[src/rtl/nivel_agua_ctrl.sv]
// Water tank level controller: synchronized, debounced float sensors, level FSM with
// fault handling and fill-valve hysteresis. Define NIVEL_TIMEOUT_EN to add a fill timeout.
module nivel_agua_ctrl #(
    parameter int DEB_CYCLES   = 16,
    parameter int ERR_CYCLES   = 8,
    parameter int FILL_TIMEOUT = 1024
) (
    input  logic       clk,
    input  logic       reset,
    input  logic       s_alto,
    input  logic       s_medio,
    input  logic       s_baixo,
    input  logic       ack,
    output logic       A,
    output logic       M,
    output logic       B,
    output logic       alarm,
    output logic       valve,
    output logic [2:0] state_dbg
);
    localparam int DW = $clog2(DEB_CYCLES + 1);
    localparam int IW = $clog2(DEB_CYCLES + 3);
    localparam int EW = $clog2(ERR_CYCLES + 1);

    typedef enum logic [2:0] {
        INICIO = 3'd0,
        VAZIO  = 3'd1,
        BAIXO  = 3'd2,
        MEDIO  = 3'd3,
        CHEIO  = 3'd4,
        FALHA  = 3'd5
    } state_t;

    state_t        state;
    logic [2:0]    sync1, sync2, acc;
    logic [DW-1:0] deb_cnt [3];
    logic [IW-1:0] init_cnt;
    logic          init_done;
    logic [EW-1:0] err_cnt;
    logic          pat_valid, in_level, far_jump, to_hit;
    logic [1:0]    pat_lvl, cur_lvl;

    assign state_dbg = state;
    // Two sync stages plus one full debounce window before the accepted pattern is trusted.
    assign init_done = (init_cnt == IW'(DEB_CYCLES + 2));

    always_ff @(posedge clk) begin
        if (reset) begin
            sync1    <= 3'b000;
            sync2    <= 3'b000;
            acc      <= 3'b000;
            init_cnt <= '0;
            for (int i = 0; i < 3; i++) deb_cnt[i] <= '0;
        end else begin
            sync1 <= {s_alto, s_medio, s_baixo};
            sync2 <= sync1;
            if (!init_done) init_cnt <= init_cnt + 1'b1;
            for (int i = 0; i < 3; i++) begin
                if (sync2[i] == acc[i]) begin
                    deb_cnt[i] <= '0;
                end else if (deb_cnt[i] == DW'(DEB_CYCLES - 1)) begin
                    acc[i]     <= sync2[i];
                    deb_cnt[i] <= '0;
                end else begin
                    deb_cnt[i] <= deb_cnt[i] + 1'b1;
                end
            end
        end
    end

    always_comb begin
        pat_valid = 1'b1;
        pat_lvl   = 2'd0;
        case (acc)
            3'b000:  pat_lvl = 2'd0;
            3'b001:  pat_lvl = 2'd1;
            3'b011:  pat_lvl = 2'd2;
            3'b111:  pat_lvl = 2'd3;
            default: pat_valid = 1'b0;
        endcase
        in_level = 1'b1;
        cur_lvl  = 2'd0;
        case (state)
            VAZIO:   cur_lvl = 2'd0;
            BAIXO:   cur_lvl = 2'd1;
            MEDIO:   cur_lvl = 2'd2;
            CHEIO:   cur_lvl = 2'd3;
            default: in_level = 1'b0;
        endcase
        if (pat_lvl > cur_lvl) far_jump = (pat_lvl - cur_lvl) > 2'd1;
        else                   far_jump = (cur_lvl - pat_lvl) > 2'd1;
    end

`ifdef NIVEL_TIMEOUT_EN
    localparam int TW = $clog2(FILL_TIMEOUT + 1);
    logic [TW-1:0] to_cnt;
    logic          going_up, to_full;

    assign going_up = in_level && pat_valid && ({1'b0, pat_lvl} == {1'b0, cur_lvl} + 3'd1);
    assign to_full  = valve && (to_cnt == TW'(FILL_TIMEOUT - 1));
    // A rising level in the same cycle proves the tank is filling, so it wins over the timeout.
    assign to_hit   = to_full && !going_up && in_level;

    always_ff @(posedge clk) begin
        if (reset || !valve || going_up || to_full) to_cnt <= '0;
        else                                        to_cnt <= to_cnt + 1'b1;
    end
`else
    assign to_hit = 1'b0;
`endif

    function automatic state_t lvl_state(input logic [1:0] l);
        case (l)
            2'd0:    return VAZIO;
            2'd1:    return BAIXO;
            2'd2:    return MEDIO;
            default: return CHEIO;
        endcase
    endfunction

    always_ff @(posedge clk) begin
        if (reset) begin
            state   <= INICIO;
            err_cnt <= '0;
            A       <= 1'b0;
            M       <= 1'b0;
            B       <= 1'b0;
            alarm   <= 1'b0;
            valve   <= 1'b0;
        end else begin
            alarm <= (state == FALHA);
            case (state)
                VAZIO:   begin {A, M, B} <= 3'b000; valve <= 1'b1; end
                BAIXO:   begin {A, M, B} <= 3'b001; valve <= 1'b1; end
                MEDIO:   {A, M, B} <= 3'b011;
                CHEIO:   begin {A, M, B} <= 3'b111; valve <= 1'b0; end
                default: begin {A, M, B} <= 3'b000; valve <= 1'b0; end
            endcase

            case (state)
                INICIO: begin
                    err_cnt <= '0;
                    if (init_done) state <= pat_valid ? lvl_state(pat_lvl) : FALHA;
                end
                FALHA: begin
                    err_cnt <= '0;
                    if (ack && pat_valid) state <= lvl_state(pat_lvl);
                end
                default: begin
                    if (!pat_valid) begin
                        if (err_cnt == EW'(ERR_CYCLES - 1)) begin
                            state   <= FALHA;
                            err_cnt <= '0;
                        end else begin
                            err_cnt <= err_cnt + 1'b1;
                        end
                    end else begin
                        err_cnt <= '0;
                        state   <= far_jump ? FALHA : lvl_state(pat_lvl);
                    end
                    if (to_hit) state <= FALHA;
                end
            endcase
        end
    end
endmodule

[config.mk]
export PLATFORM = sky130hd
export DESIGN_NAME = nivel_agua_ctrl
export DESIGN_NICKNAME = d
export VERILOG_FILES = /design/src/rtl/nivel_agua_ctrl.sv
export SDC_FILE = /design/constraint.sdc
export NUM_CORES = 1
export LEC_CHECK = 0
export ABC_AREA = 0
export BUFFER_PORTS_ARGS = -buffer_cell sky130_fd_sc_hd__buf_2
export CELL_PAD_IN_SITES_DETAIL_PLACEMENT = 1
export CELL_PAD_IN_SITES_GLOBAL_PLACEMENT = 1
export CORE_MARGIN = 1.5
export CORE_UTILIZATION = 46
export DETAILED_ROUTE_END_ITERATION = 6
export PLACE_DENSITY = 0.88
export SYNTH_ARGS = -nofsm -noshare
export SYNTH_HDL_FRONTEND = slang
export SYNTH_SLANG_ARGS = --single-unit
[constraint.sdc]
create_clock -name clk -period 3.2 [get_ports clk]
set_clock_uncertainty 0.1 [all_clocks]
set_input_delay 0.8 -clock clk [delete_from_list [all_inputs] [get_ports clk]]
set_output_delay 0.8 -clock clk [all_outputs]
set_load 0.005 [all_outputs]
==> results.yml <==
logic_synthesis:
  synth_enable_flop_cells: 15
  synthFlopType: "sky130_fd_sc_hd__dfxtp_1"
  ys_async_rst_share_pct: 0
  synth_warnings: 0
  syn-instance-count: 190
  mappedNetlistArea_um2: 1950
  yosys-top-cells-area: "sky130_fd_sc_hd__dfxtp_1 (27%), sky130_fd_sc_hd__edfxtp_1 (23%), sky130_fd_sc_hd__ha_1 (8.3%)"
  synth_seq_cells: 41
  synth.yosys.seq_area_share_pct: 49.7
  post-synth-top-area-fraction_pct: 26.7
  post_synth.cell_area_avg_um2: 10.3
  synth.largest_area_cell: "sky130_fd_sc_hd__dfxtp_1"
  post_synth_num_cell_types: 41
placement:
  detailed_place.area_um2: 2110
  placed_cells: 263
  numPortBuffers: 13
  final_weighted_congestion_in_routability_driven_placement: 0.792
  detail_placement_hpwl_um: 2800
route:
  via_count: 1365
  final_antenna_net_count: 0
  detail_route.drc_violations: 0
  post_drt_via_cell_ratio: 5.04
  dr.first_iter.drc_count: 42
  wl_um: 3730
  dr.pass1.iters: 4
  post_drt_wl_per_cell_um: 13.8
global_routing:
  grt_first_pass_wirelength_um: 6150
  number_of_antenna_violations_at_the_first_check_in_global_routing: 0
  globalRouteTotalUtil_pct: 18.6
  grt-ovfl-total: 0
  pin_count_of_the_biggest_net_entering_global_routing: 27
  first_global_vias: 1358
timing:
  timing_worst_slew_pin_value_ns: 0.536
  max_freq_ghz: 0.373
  grt_setup_unrepaired: "false"
  timing.final.crit_period_ns: 2.68
  relSlewSlack_pct: 63.8
  final_min_period_over_clock_period_pct: 83.9
  setup_total_negative_slack_ns: 0
  hold_viol_final: 0
  slew_violations: 0
  finalSetupViolCount: 0
layout:
  fillCellCount: 480
  final_cells: 271
  post_route_cells_drive_above_1_share_pct: 13.1
  postLayoutCellArea_um2: 2200
  layout.core_utilization_pct: 54.6
  design.final.nets: 240
  post_synthesis_to_final_layout_area_growth_pct: 12.8
  antenna_cells: 0
power:
  power_mw: 1.03
  max-vdd-ir-drop_mv: 0.275
  power.static_leakage_nw: 0.920
  powerDensity_nw_per_um2: 466
floorplanning:
  fp-row-count: 23
  ios: 14
  start_util_pct: 48.4
  die_width_um: 68.1
  floorplan.core_area_um2: 4030
  die_height_um: 68.1
  fp.dieArea_um2: 4640
clock_network:
  h_tree_depth_reported_by_cts: 2
  cts_tree: "done"
  worstSkewPairLatency_ns: 0.29
  cts_setup_buffers: 0
  cts_max_path_buffers: 2
  postCtsResizedCells: 0
  cts.root.buffer_cell: "sky130_fd_sc_hd__clkbuf_8"
  cts_hold_repair.buffers: 0
  cts_inserted_buffers: 5
  clk_sink_count: 41
  clkTransAtPathRegs_ns: 0.08
job:
  cap_viol_max_count: 0
setup_path:
  cp_data_required_time_ns: 3.29
  criticalPathCategory: "register to register"
  worst_setup_path_start_kind: "register"
  cp-end-kind: "register"
  timing.critical_path.fanout_max: 15
  critical_path_arrival_ns: 2.78
run_status:
  status: "complete, no violations"
min_path:
  min_path_type: "register to register"
[per-layer routing]
layer / up-vias / routed length [um] / track usage, %
met5: - / 0 / 0
met4: 0 / 65 / 7.50
met3: 5 / 106 / 4.44
met2: 15 / 1880 / 32.4
met1: 660 / 1680 / 21.8
li1: 685 / - / -
[power by group]
| part | switching (mW) | leakage (nW) | total, mW | internal (mW) |
|---|---|---|---|---|
| sequential | 0.0217 | 0.366 | 0.583 | 0.562 |
| clock | 0.182 | 0.0439 | 0.333 | 0.151 |
| combinational | 0.0618 | 0.510 | 0.110 | 0.0487 |
| total | 0.266 | 0.920 | 1.03 | 0.761 |
[kinds of logic after synthesis]
kind of cell               synth area share, %
buffers and inverters                     4.17
muxes                                     2.05
other                                    0.192
adders and majority gates                 9.36
DFF                                       49.7
xor gates and xnor gates                  7.63
AOI/OAI and AO/OA                         7.63
and+or+nand+nor                           19.2
[path summary, 6_finish.rpt]
check	slack, ns	cells after the start	to	startpoint
worst max-delay path	0.52	8	state_dbg[1]$_SDFFE_PP0P_	state_dbg[1]$_SDFFE_PP0P_
worst min-delay path	0.35	1	sync2[1]$_SDFF_PP0_	sync1[1]$_SDFF_PP0_
worst max register to register	0.52	8	state_dbg[1]$_SDFFE_PP0P_	state_dbg[1]$_SDFFE_PP0P_
worst min register to register	0.35	1	sync2[1]$_SDFF_PP0_	sync1[1]$_SDFF_PP0_
[through the flow]
step                setup WS (ns)  hold WS [ns]
finish                      0.517         0.350
global route                0.321         0.365
CTS                         0.522         0.348
detailed placement          0.521         0.329
global placement            0.635         0.318
floorplan                   0.772         0.314
[synthesized netlist by cell type, types with 2 or more instances]
library cell / count
sky130_fd_sc_hd__buf_2: 2
sky130_fd_sc_hd__o21ai_0: 2
sky130_fd_sc_hd__nor2_1: 37
sky130_fd_sc_hd__o21ai_1: 2
sky130_fd_sc_hd__and2_1: 2
sky130_fd_sc_hd__mux2i_1: 4
sky130_fd_sc_hd__xnor2_1: 10
sky130_fd_sc_hd__ha_1: 13
sky130_fd_sc_hd__dfxtp_1: 26
sky130_fd_sc_hd__and3_1: 3
sky130_fd_sc_hd__a21oi_1: 3
sky130_fd_sc_hd__edfxtp_1: 15
sky130_fd_sc_hd__nor2b_1: 7
sky130_fd_sc_hd__nor4_1: 2
sky130_fd_sc_hd__a211oi_1: 3
sky130_fd_sc_hd__nor3_1: 2
sky130_fd_sc_hd__inv_1: 15
sky130_fd_sc_hd__nand3b_1: 2
sky130_fd_sc_hd__nand2b_1: 2
sky130_fd_sc_hd__or3_1: 3
sky130_fd_sc_hd__xor2_1: 7
sky130_fd_sc_hd__clkbuf_1: 2
sky130_fd_sc_hd__nand2_1: 3
sky130_fd_sc_hd__nand3_1: 6
[critical path: stages, from the launching register on]
cell and delay, ns:
sky130_fd_sc_hd__dfxtp_1 0.48, sky130_fd_sc_hd__nor2_1 0.31, sky130_fd_sc_hd__nand2_1 0.15, sky130_fd_sc_hd__o21a_1 0.19, sky130_fd_sc_hd__fa_1 0.57, sky130_fd_sc_hd__o21ai_0 0.09
sky130_fd_sc_hd__o2111ai_1 0.28, sky130_fd_sc_hd__o21ai_0 0.14, sky130_fd_sc_hd__a32o_1 0.27
[flip-flops by register name, summed over array words and instances, names as in the netlist]
name and count:
A 1, B 1, M 1, acc 3, alarm 1, deb_cnt 15, err_cnt 4, init_cnt 5
state_dbg 3, sync1 3, sync2 3, valve 1
[layout by cell type (no fill, tap or decap), drive strengths merged, types with 2 or more instances in the layout]
master and n:
a211oi 3, a21oi 3, and2 2, and3 3
buf 14, clkbuf 5, clkinv 2, conb 15
dfxtp 26, edfxtp 15, ha 13, inv 15
mux2i 4, nand2 4, nand2b 2, nand3 6
nand3b 2, nor2 37, nor2b 7, nor3 2
nor4 3, o211ai 2, o21ai 5, or3 3
xnor2 10, xor2 7
[cell type report]
class / count / area [um^2] / share of cell area, %
Inverter: 15 / 56.3 / 2.56
Multi-Input combinational cell: 143 / 952 / 43.3
Tap cell: 50 / 62.6 / 2.84
Clock buffer: 5 / 68.8 / 3.13
Sequential cell: 41 / 971 / 44.1
Timing Repair Buffer: 14 / 72.6 / 3.30
Clock inverter: 3 / 17.5 / 0.796
No activity file was read; power rests on OpenSTA's default activity.
